<file path="src/rtl/line_refill_pkg.sv">
// Shared types and geometry for the cache line-refill engine.
// The line size is derived from NrWordsPerLine, so changing that one constant resizes the whole engine.
package line_refill_pkg;

   localparam int NrWordsPerLine = 4;
   localparam int LineSize       = 32 * NrWordsPerLine;
   localparam int WordIdxBits    = $clog2(NrWordsPerLine);
   localparam int OffsetBits     = WordIdxBits + 2;

   localparam logic [WordIdxBits-1:0] LastWordIdx = WordIdxBits'(NrWordsPerLine - 1);

   typedef enum logic [1:0] {
      IDLE,
      REQ,
      WAIT,
      RESP
   } refill_state_e;

   // Clears the byte-in-line offset bits so the address points at the first byte of its line.
   function automatic logic [31:0] align_line(input logic [31:0] addr);
      return {addr[31:OffsetBits], {OffsetBits{1'b0}}};
   endfunction

endpackage

</file>
<file path="src/rtl/line_refill_ctrl.sv">
// Line-refill engine: turns one line-aligned cache miss into NrWordsPerLine single-word bus reads.
// Optional macro LINE_REFILL_LINE_BUF_EN: when the last completed line is requested again, the stored line is returned without bus reads.
module line_refill_ctrl
   import line_refill_pkg::*;
(
   input  logic                clk_i,
   input  logic                rstn_i,
   input  logic [31:0]         mem_addr_i,
   input  logic                mem_read_en_i,
   output logic                mem_read_valid_o,
   output logic [LineSize-1:0] mem_read_data_o,
   output logic                bus_req_o,
   output logic [31:0]         bus_addr_o,
   input  logic                bus_gnt_i,
   input  logic                bus_rvalid_i,
   input  logic [31:0]         bus_rdata_i
);

   refill_state_e          r_state;
   refill_state_e          w_state_nxt;
   logic [31:0]            r_base;
   logic [WordIdxBits-1:0] r_cnt;
   logic [LineSize-1:0]    r_data;
   logic                   r_drop;

   logic w_start;
   logic w_store;
   logic w_abort;
   logic w_done;
   logic w_busy;
   logic w_hit;

   always_ff @(posedge clk_i or negedge rstn_i) begin
      if (!rstn_i) begin
         r_state <= IDLE;
      end else begin
         r_state <= w_state_nxt;
      end
   end

   always_comb begin
      // NOTE: every signal gets a default before the case statement, so no path leaves one unassigned and no latch is inferred.
      w_state_nxt = r_state;
      w_start     = 1'b0;
      w_store     = 1'b0;
      w_abort     = 1'b0;
      w_done      = 1'b0;
      unique case (r_state)
         IDLE: begin
            if (mem_read_en_i) begin
               if (w_hit) begin
                  w_state_nxt = RESP;
               end else begin
                  w_start     = 1'b1;
                  w_state_nxt = REQ;
               end
            end
         end
         REQ: begin
            if (bus_gnt_i) w_state_nxt = WAIT;
         end
         WAIT: begin
            if (bus_rvalid_i) begin
               w_store = 1'b1;
               if (r_drop || !mem_read_en_i) begin
                  w_abort     = 1'b1;
                  w_state_nxt = IDLE;
               end else if (r_cnt == LastWordIdx) begin
                  w_done      = 1'b1;
                  w_state_nxt = RESP;
               end else begin
                  w_state_nxt = REQ;
               end
            end
         end
         RESP:    w_state_nxt = IDLE;
         default: w_state_nxt = IDLE;
      endcase
   end

   assign w_busy = (r_state == REQ) || (r_state == WAIT);

   // NOTE: the line register is reset because an all-zero line is the defined output after reset.
   always_ff @(posedge clk_i or negedge rstn_i) begin
      if (!rstn_i) begin
         r_base <= '0;
         r_cnt  <= '0;
         r_data <= '0;
         r_drop <= 1'b0;
      end else begin
         if (w_start) begin
            r_base <= align_line(mem_addr_i);
            r_cnt  <= '0;
         end else if (w_store) begin
            r_data[{r_cnt, 5'd0} +: 32] <= bus_rdata_i;
            r_cnt                       <= r_cnt + 1'b1;
         end
         // The cache withdrew its request: finish the bus read in flight, then stop.
         if (w_start || w_abort) begin
            r_drop <= 1'b0;
         end else if (w_busy && !mem_read_en_i) begin
            r_drop <= 1'b1;
         end
      end
   end

`ifdef LINE_REFILL_LINE_BUF_EN
   logic [31:0] r_buf_addr;
   logic        r_buf_vld;

   assign w_hit = r_buf_vld && (r_buf_addr == align_line(mem_addr_i));

   always_ff @(posedge clk_i or negedge rstn_i) begin
      if (!rstn_i) begin
         r_buf_addr <= '0;
         r_buf_vld  <= 1'b0;
      end else if (w_done) begin
         r_buf_addr <= r_base;
         r_buf_vld  <= 1'b1;
      end else if (w_abort) begin
         r_buf_vld  <= 1'b0;
      end
   end
`else
   assign w_hit = 1'b0;
`endif

   assign bus_req_o        = (r_state == REQ);
   assign bus_addr_o       = r_base + {{(30 - WordIdxBits){1'b0}}, r_cnt, 2'b00};
   assign mem_read_valid_o = (r_state == RESP);
   assign mem_read_data_o  = r_data;

endmodule

</file>
<file path="config.mk">
export PLATFORM = sky130hd
export DESIGN_NAME = line_refill_ctrl
export DESIGN_NICKNAME = d
export VERILOG_FILES = /design/src/rtl/line_refill_pkg.sv /design/src/rtl/line_refill_ctrl.sv
export SDC_FILE = /design/constraint.sdc
export NUM_CORES = 1
export LEC_CHECK = 0
export CORE_ASPECT_RATIO = 0.7
export CORE_UTILIZATION = 30
export DETAILED_ROUTE_END_ITERATION = 16
export RECOVER_POWER = 25
export SLEW_MARGIN = 40
export SYNTH_ARGS = -nofsm -noshare
export SYNTH_HDL_FRONTEND = slang
export SYNTH_SLANG_ARGS = --single-unit
</file>
<file path="constraint.sdc">
create_clock -name clk_i -period 2.8 [get_ports clk_i]
set_input_delay 0.7 -clock clk_i [delete_from_list [all_inputs] [get_ports clk_i]]
set_output_delay 0.7 -clock clk_i [all_outputs]
set_load 0.01 [all_outputs]
</file>
==> impl_metrics.tcl, run 1 <==
set metrics [dict create \
    hp-class "flip-flop to flip-flop" \
    final_nets 959 \
    pre_cts_ws_ns 0.394 \
    cts_made_buffers 17 \
    clock_path_buffers 2 \
    htreeDepth 4 \
    finalSetupTns_ns 0 \
    final_area_um2 10400 \
    cts_sinks 161 \
    powerDensity_nw_per_um2 1020 \
    drv_cap 0 \
    rsz0062_at_grt "no" \
    critPathBufInv 2 \
    wl_per_cell_um 16.8 \
    cp_max_fo 6 \
    cts_tree "yes" \
    setup_slack_ns 0.393 \
    fin_crit_sh_pct 86.0 \
    drc 0 \
    fp.coreArea_um2 23700 \
    vias_per_cell 4.31 \
    globalplace.congestion 0.743 \
    cts_resized 0 \
    fin_util_pct 44.1 \
    ys_seq_area_share_pct 55.3 \
    status "completed" \
    hold_viol 0 \
    track_usage_pct 16.9 \
    n_antenna_cell 0 \
    tightest_slew_ns 1.50 \
    syn_avg_cell_area_um2 11.3 \
    ys_seq_elements 161 \
    worstSetupEndpointType "primary output" \
    grt_pass1_wl_um 32100 \
    start_util_pct 30.7 \
    fmax_mhz 416 \
    fin_crit_ns 2.41 \
    yosysWarnings 0 \
    crit_required_ns 2.10 \
    slew_headroom_pct 0.316 \
    portBuffers 224 \
    io_pins 231 \
    fillers 2250 \
    cts_hold_buf 0 \
    first_global_vias 5393 \
    dpl.hpwl_um 14300 \
    yosysUniqueCellTypes 28 \
    syn_to_final_growth_pct 43.4 \
    clk_latency_ns 0.43 \
    antenna_left 0 \
    slowest_stage "clkdlybuf4s50_1" \
    path_clk_slew_ns 0.06 \
    path_class "flip-flop to primary output" \
    drtPass1Iterations 4 \
    startpoint_type "flip-flop" \
    skew_ns 0.0122 \
    place_area_um2 9920 \
    cts_root_buf "clkbuf_16" \
    max_stage_delay_ns 0.54 \
    grt_max_degree 53 \
    drv_slew 0 \
    num_rows 47 \
    design.die.area_um2 24900 \
    cp_cell_sequence "inv_1 > ha_1 > clkdlybuf4s50_1" \
    die_h_um 132 \
    gr-total-overflow 0 \
    wirelength_um 20300 \
    cts_setup_buffers 0 \
    cp.arrival_ns 1.71 \
    grt_antenna_before_repair 0 \
    critPathTopFamily "buffers and inverters" \
    synth_area_um2 7280 \
    ir_drop_mv 0.436 \
    postSynthCellCount 647 \
    vias 5217 \
    p_leak_nw 4.44 \
    drt_iter0_drc 204 \
    fp.dieW_um 188 \
    layout-drive-gt1-share_pct 10.8 \
    setup_viol 0 \
]
-- cell usage after synthesis (all sizes together) --
master	instances	share of area, %
a41oi	1	0.12
nor4b	2	0.65
o22a	1	0.12
nor3b	1	0.10
dfrtp	161	55
nand2	125	6.5
ha	11	1.9
nor2	1	0.052
a21oi	3	0.21
nor4bb	1	0.14
conb	1	0.052
inv	128	6.6
xnor2	1	0.12
and4	4	0.52
and2b	1	0.12
buf	34	3.8
mux2i	125	17
and4bb	1	0.17
nand2b	3	0.26
and3	6	0.52
nand4	1	0.086
a31oi	2	0.17
mux2	33	5.3
-- worst paths after layout --
check	depth (start not counted)	from	slack, ns	endpoint
max	3	r_state[1]	0.39	bus_req_o
max reg2reg	6	r_cnt[1]	0.71	mem_read_data_o[45]
max in group asynchronous	2	rstn_i	0.55	r_cnt[1]
min in group asynchronous	1	rstn_i	0.61	mem_read_data_o[111]
min reg2reg	1	r_base[14]	0.50	r_base[14]
min	1	r_base[14]	0.50	r_base[14]
-- report_power, final --
| part | leakage, nW | internal (mW) | switching [mW] |
|---|---|---|---|
| combinational | 2.31 | 2.57 | 2.13 |
| clock | 0.259 | 1.19 | 1.00 |
| sequential | 1.88 | 3.28 | 0.521 |
-- layer usage --
layer / vias to the layer above / GRT usage (%) / part of all wire (%)
li1: 2478 / - / -
met4: 0 / 3.79 / 0.81
met3: 15 / 4.68 / 6.1
met2: 150 / 25.2 / 43
met5: - / 0 / 0
met1: 2574 / 24.2 / 50
-- cell families (layout without fill, tap and decap cells) --
kind of cell               count (synthesis)  after routing  share of synthesized area (%)
muxes                                    158            158                           22.4
other                                      1              2                         0.0515
xor gates and xnor gates                   1              1                          0.120
AOI/OAI and AO/OA                          7              7                          0.619
adders and majority gates                 11             11                           1.89
DFF                                      161            161                           55.3
buffers and inverters                    162            406                           10.4
and+or+nand+nor                          146            146                           9.09
-- through the flow --
stage / instances / hold slack, ns / power, mW
2_1_floorplan: 648 / 0.404 / 5.94
3_3_place_gp: 1178 / 0.488 / 8.54
3_5_place_dp: 1178 / 0.491 / 8.60
4_1_cts: 1210 / 0.233 / 10.9
5_1_grt: 1210 / 0.527 / 11.4
6_report: 1210 / 0.502 / 10.7
-- area by class of cell --
| type | count | area (um^2) | share of cell area, % |
|---|---|---|---|
| flip-flops and latches | 161 | 4030 | 38.6 |
| multi-input cells | 325 | 2510 | 24.1 |
| repair buffers | 246 | 2470 | 23.6 |
| inverters | 128 | 480 | 4.60 |
| clock buffers | 19 | 453 | 4.34 |
| well taps | 318 | 398 | 3.81 |
| clock inverters | 13 | 100 | 0.959 |
-- sequential cells by signal (all words and copies together) (netlist names) --
| signal | count |
|---|---|
| r_cnt | 2 |
| r_state | 2 |
| r_base | 28 |
| mem_read_data_o | 128 |
| r_drop | 1 |
-- worst reg2reg max path: cells and delay by family (launching register included) --
family	cells	cell delay (ns)
and+or+nand+nor	2	0.59
buffers and inverters	2	0.33
DFF	1	0.43
adders and majority gates	1	0.49
muxes	1	0.17
-- layout by cell type, fill, tap and decap left out --
cell	count
clkdlybuf4s50_1	223
dfrtp_1	161
inv_1	128
mux2i_1	125
nand2_1	124
mux2_2	30
clkbuf_16	17
buf_4	13
ha_1	11
and3_1	6
buf_12	6
clkinvlp_4	5
inv_6	4
and4_2	3
mux2_4	3
nand2b_1	3
a21oi_1	3
nor4b_4	2
a31oi_1	2
conb_1	2
clkinv_4	2
clkbuf_8	2
clkinv_2	2
clkbuf_2	2
clkbuf_1	2
nand2_2	1
and4bb_2	1
and4_4	1
and2b_2	1
nor4bb_4	1
xnor2_1	1
nor3b_1	1
nand4_1	1
a41oi_1	1
nor2_1	1
o22a_1	1
Note: power is estimated with default switching activity, not from simulation.
==> inputs of run 2 (changes only) <==
- SLEW_MARGIN: 40 -> default
==> results of run 2 <==
Same layout as run 1: the final DEF is identical, and so are final timing and power.
==> inputs of run 3 (changes only) <==
- CORE_MARGIN: default -> 10
- GPL_TIMING_DRIVEN: default -> 0
==> run 3 against run 2 <==
Against the previous run: the flow now finishes with violations (max-capacitance violations, max-slew violations); final cell count rose by 0.99%; combinational power rose by 2%; setup slack got worse by 0.12 ns; via count fell by 0.73%; global-route usage fell by 2.6 points; power rose by 2.1%; flip-flop and latch count did not move; hold slack barely moved; sequential power barely moved; critical endpoint is now mem_read_data_o[109]; highest routed layer unchanged.
==> impl_metrics.tcl, run 3 (synthesis gave the netlist of run 1 again) <==
set metrics [dict create \
    largest_reg_flops 128 \
    p_sw_mw 3.71 \
    fp.coreArea_um2 23800 \
    path_class "flip-flop to flip-flop" \
    setup_viol 0 \
    drv_cap 1 \
    vias_per_cell 4.24 \
    n_antenna_cell 0 \
    tightest_slew_ns 2.01 \
    power_mw 10.9 \
    final_nets 972 \
    crit_required_ns 3.15 \
    failed_checks "max-capacitance violations, max-slew violations" \
    startpoint_type "flip-flop" \
    ir_drop_mv 0.439 \
    skew_ns 0.0120 \
    switching_share_pct 34.0 \
    antenna_left 0 \
    cp_max_fo 10 \
    track_usage_pct 14.3 \
    die_h_um 150 \
    drv_slew 76 \
    layout-drive-gt1-share_pct 11.6 \
    cts_resized 0 \
    cp.arrival_ns 2.88 \
    clock_path_buffers 2 \
    path_clk_slew_ns 0.07 \
    final_cell_mix "clkdlybuf4s50_1, dfrtp_1, inv_1, mux2i_1, nand2_1" \
    fmax_mhz 395 \
    cts_tree "yes" \
    hold_viol 0 \
    grt_max_degree 87 \
    fp.dieW_um 206 \
    gr-total-overflow 0 \
    rsz0062_at_grt "no" \
    grt_antenna_before_repair 0 \
    io_pins 231 \
    fin_crit_ns 2.53 \
    cts_setup_buffers 0 \
    hp-class "flip-flop to flip-flop" \
    place_area_um2 9960 \
    slew_headroom_pct -34.3 \
    powerDensity_nw_per_um2 1040 \
    place_inst 1191 \
    num_rows 47 \
    cts_sinks 161 \
    syn_to_final_growth_pct 44.5 \
    cts_hold_buf 0 \
    worstSetupEndpointType "flip-flop" \
    dpl.hpwl_um 16600 \
    wl_per_cell_um 18.3 \
    globalplace.congestion 0.767 \
    first_global_vias 5430 \
    p_clk_share_pct 21.5 \
    p_leak_nw 4.53 \
    drc 0 \
    layout.cells.non_filler 1222 \
    drt_iter0_drc 215 \
    start_util_pct 30.6 \
    wirelength_um 22400 \
    cts_made_buffers 17 \
    final_common_cell "clkdlybuf4s50_1" \
    portBuffers 224 \
    pwr-share-comb_pct 43.8 \
    vias 5179 \
    design.die.area_um2 31000 \
    clk_latency_ns 0.43 \
    fin_hold_ws_ns 0.502 \
    p_seq_share_pct 34.8 \
    htreeDepth 4 \
    final_area_um2 10500 \
    grt_pass1_wl_um 33800 \
    cts_root_buf "clkbuf_16" \
    power.internal_mw 7.21 \
    status "finished with violations" \
    fin_crit_sh_pct 90.3 \
    drtPass1Iterations 4 \
]
## run 3: cell types whose count changed in the layout (fill, tap and decap cells not counted), sizes merged
cell,change
buf,+16
clkbuf,-3
clkinvlp,-3
bufinv,+2
clkinv,+2
inv,-2
## run 3: area by class of cell
cell class | count | area [um^2]
clock inverter | 12 | 134
timing repair buffer | 225 | 2260
tap | 318 | 398
inverter | 128 | 480
sequential | 161 | 4030
clock buffer | 19 | 443
multi-input combinational | 325 | 2490
buffer | 34 | 280
fill | 2276 | 13200
## run 3: critical path, cell delays in order, from the launching register on
cell and delay, ns:
dfrtp_1 0.45, buf_4 0.22, inv_1 0.11, ha_1 0.42, nor4b_4 0.79, buf_6 0.25, nand2_1 0.06, mux2i_1 0.15
## run 3: path summary, 6_finish.rpt
path,startpoint,endpoint,slack [ns],cells past startpoint
worst max-delay path,r_cnt[0],mem_read_data_o[109],0.27,7
worst min-delay path,r_base[4],r_base[4],0.50,1
worst max register to register,r_cnt[0],mem_read_data_o[109],0.27,7
worst min register to register,r_base[4],r_base[4],0.50,1
max in group asynchronous,rstn_i,mem_read_data_o[16],0.75,2
min in group asynchronous,rstn_i,mem_read_data_o[90],0.79,1
## run 3: power groups by stage
stage               clock network [mW]  registers, mW  logic (mW)
floorplan                            0           4.24        1.70
global placement                     0           3.83        4.82
detailed placement                   0           3.83        4.86
CTS                               2.43           3.80        4.89
global route                      2.52           3.92        5.21
finish                            2.34           3.80        4.78
## run 3: per-layer routing
metal	routed length, um	vias up	track usage (%)
met2	9600	143	21.0
met4	264	0	4.47
li1	-	2510	-
met1	10900	2509	19.7
met5	0	-	0
met3	1620	17	4.32
## run 3: through the flow
step / setup WS, ns / setup TNS [ns] / utilization (%)
2_1_floorplan: 0.834 / 0 / -
3_3_place_gp: -6.13 / -985.25 / 41.8
3_5_place_dp: 0.236 / 0 / 41.9
4_1_cts: 0.234 / 0 / 44.3
5_1_grt: 0.0384 / 0 / 44.3
6_report: 0.271 / 0 / 44.3
==> patch (flow settings as in run 3) <==
`NrWordsPerLine`: 4 -> 8.
--- a/src/rtl/line_refill_pkg.sv
+++ b/src/rtl/line_refill_pkg.sv
@@ -4,3 +4,3 @@
 
-   localparam int NrWordsPerLine = 4;
+   localparam int NrWordsPerLine = 8;
    localparam int LineSize       = 32 * NrWordsPerLine;
Interface: changed (resized mem_read_data_o); port bits go from 231 to 359. The function was not compared with the original's and may differ.
==> patch against run 3 <==
The run still ends with capacitance limit, slew limit left. Worst setup slack got worse by 77 ps. Total power increased by 29%. Sequential cell count increased by 128. Sequential power increased by 46%. Final area increased by 64%. Final cell count increased by 53%. Highest routed layer unchanged. Critical endpoint is now mem_read_data_o[195]. Combinational power decreased by 6.9%. Sequential share of layout area increased by 3.5 points. Routed wire length increased by 77%. Area after synthesis increased by 65%.
==> patch: results (changes against run 3) <==
outcome - finished, violations left
failing checks - capacitance limit, slew limit
first-pass GRT wire length - 59,900 um (+77%)
Largest register FFs - 256 (+100%)
final-report max-slew violation count - 72 (-5.3%)
DP Worst Slack - -441 ps (-677 ps)
PortBufs - 351 (+57%)
Worst Reg-to-Reg Cells - 8 (+1)
placed cells - 1,806 (+52%)
Filler cells - 3,668 (+61%)
Critical Path RT - 3250 ps (+100 ps)
Worst-Skew Late Latency - 580 ps (+150 ps)
Hold Startpoint - r_base[13]
Clock Path Buffers - 3 (+1)
R2R Setup Slk - 190 ps (-80 ps)
Iter 0 DRT Violations - 354 (+65%)
GRT Total Usage - 16.0% (+1.7 points)
worst vdd ir - 428 uV (-2.5%)
WL/cell - 21.3 um (+16%)
WHS - 475 ps (-27.8 ps)
Max-Cap Viols - 1 (unchanged)
Slew headroom - -29.8% (+4.5 points)
clock power share - 29.1% (+7.6 points)
Num CTS Buffers - 31 (+14)
Commonest cells post-synth - dfrtp_1 (289), nand2_1 (171), mux2_2 (90), mux2_4 (60), and2_1 (56)
## patch: cell count changes after synthesis, sizes merged, moves of 3 or more
| cell | delta |
|---|---|
| and4 | -4 |
| dfrtp | +128 |
| and3 | -3 |
| clkbuf | +17 |
| mux2i | -84 |
| nor2 | +3 |
| nand2 | +46 |
| o21ai | +44 |
| and2 | +57 |
| mux2 | +141 |
| inv | -79 |
## patch: layout make-up
type / count / share of cell area (%)
plain buffers: 52 / 2.36
clock buffers: 41 / 4.99
clock inverters: 17 / 0.868
inverters: 49 / 1.06
multi-input cells: 528 / 24.3
flip-flops and latches: 289 / 41.8
well taps: 535 / 3.87
repair buffers: 356 / 20.7
## patch: layer usage
metal	track usage [%]	share of wire (%)	wire length, um	up-vias
met4	2.66	1.4	567	0
met5	0	0	0	-
met2	25.3	45	17900	260
met1	20.6	44	17600	4212
li1	-	-	-	3799
met3	6.17	9.3	3690	35
## patch: worst max path at each step
stage	start	to	slack, ps
floorplan	r_cnt[0]	mem_read_data_o[10]	480
global placement	rstn_i	mem_read_data_o[137]	-11860
detailed placement	mem_read_en_i	mem_read_data_o[80]	-440
CTS	r_cnt[0]	mem_read_data_o[195]	170
global route	r_cnt[0]	mem_read_data_o[195]	50
finish	r_cnt[0]	mem_read_data_o[195]	190
## patch: cell families after synthesis
family / synth area share [%]
flip-flops: 60.3
AND/OR/NAND/NOR: 9.53
multiplexers: 21.6
buffers and inverters: 4.84
AO/OA/AOI/OAI: 2.21
adder cells (fa/ha/maj): 1.36
other: 0.0313
XOR/XNOR: 0.0731
## patch: worst min-delay path, stage by stage, from the launching register on
cell     delay (ps)
dfrtp_1         340
nand2_1          50
nand2_1          50
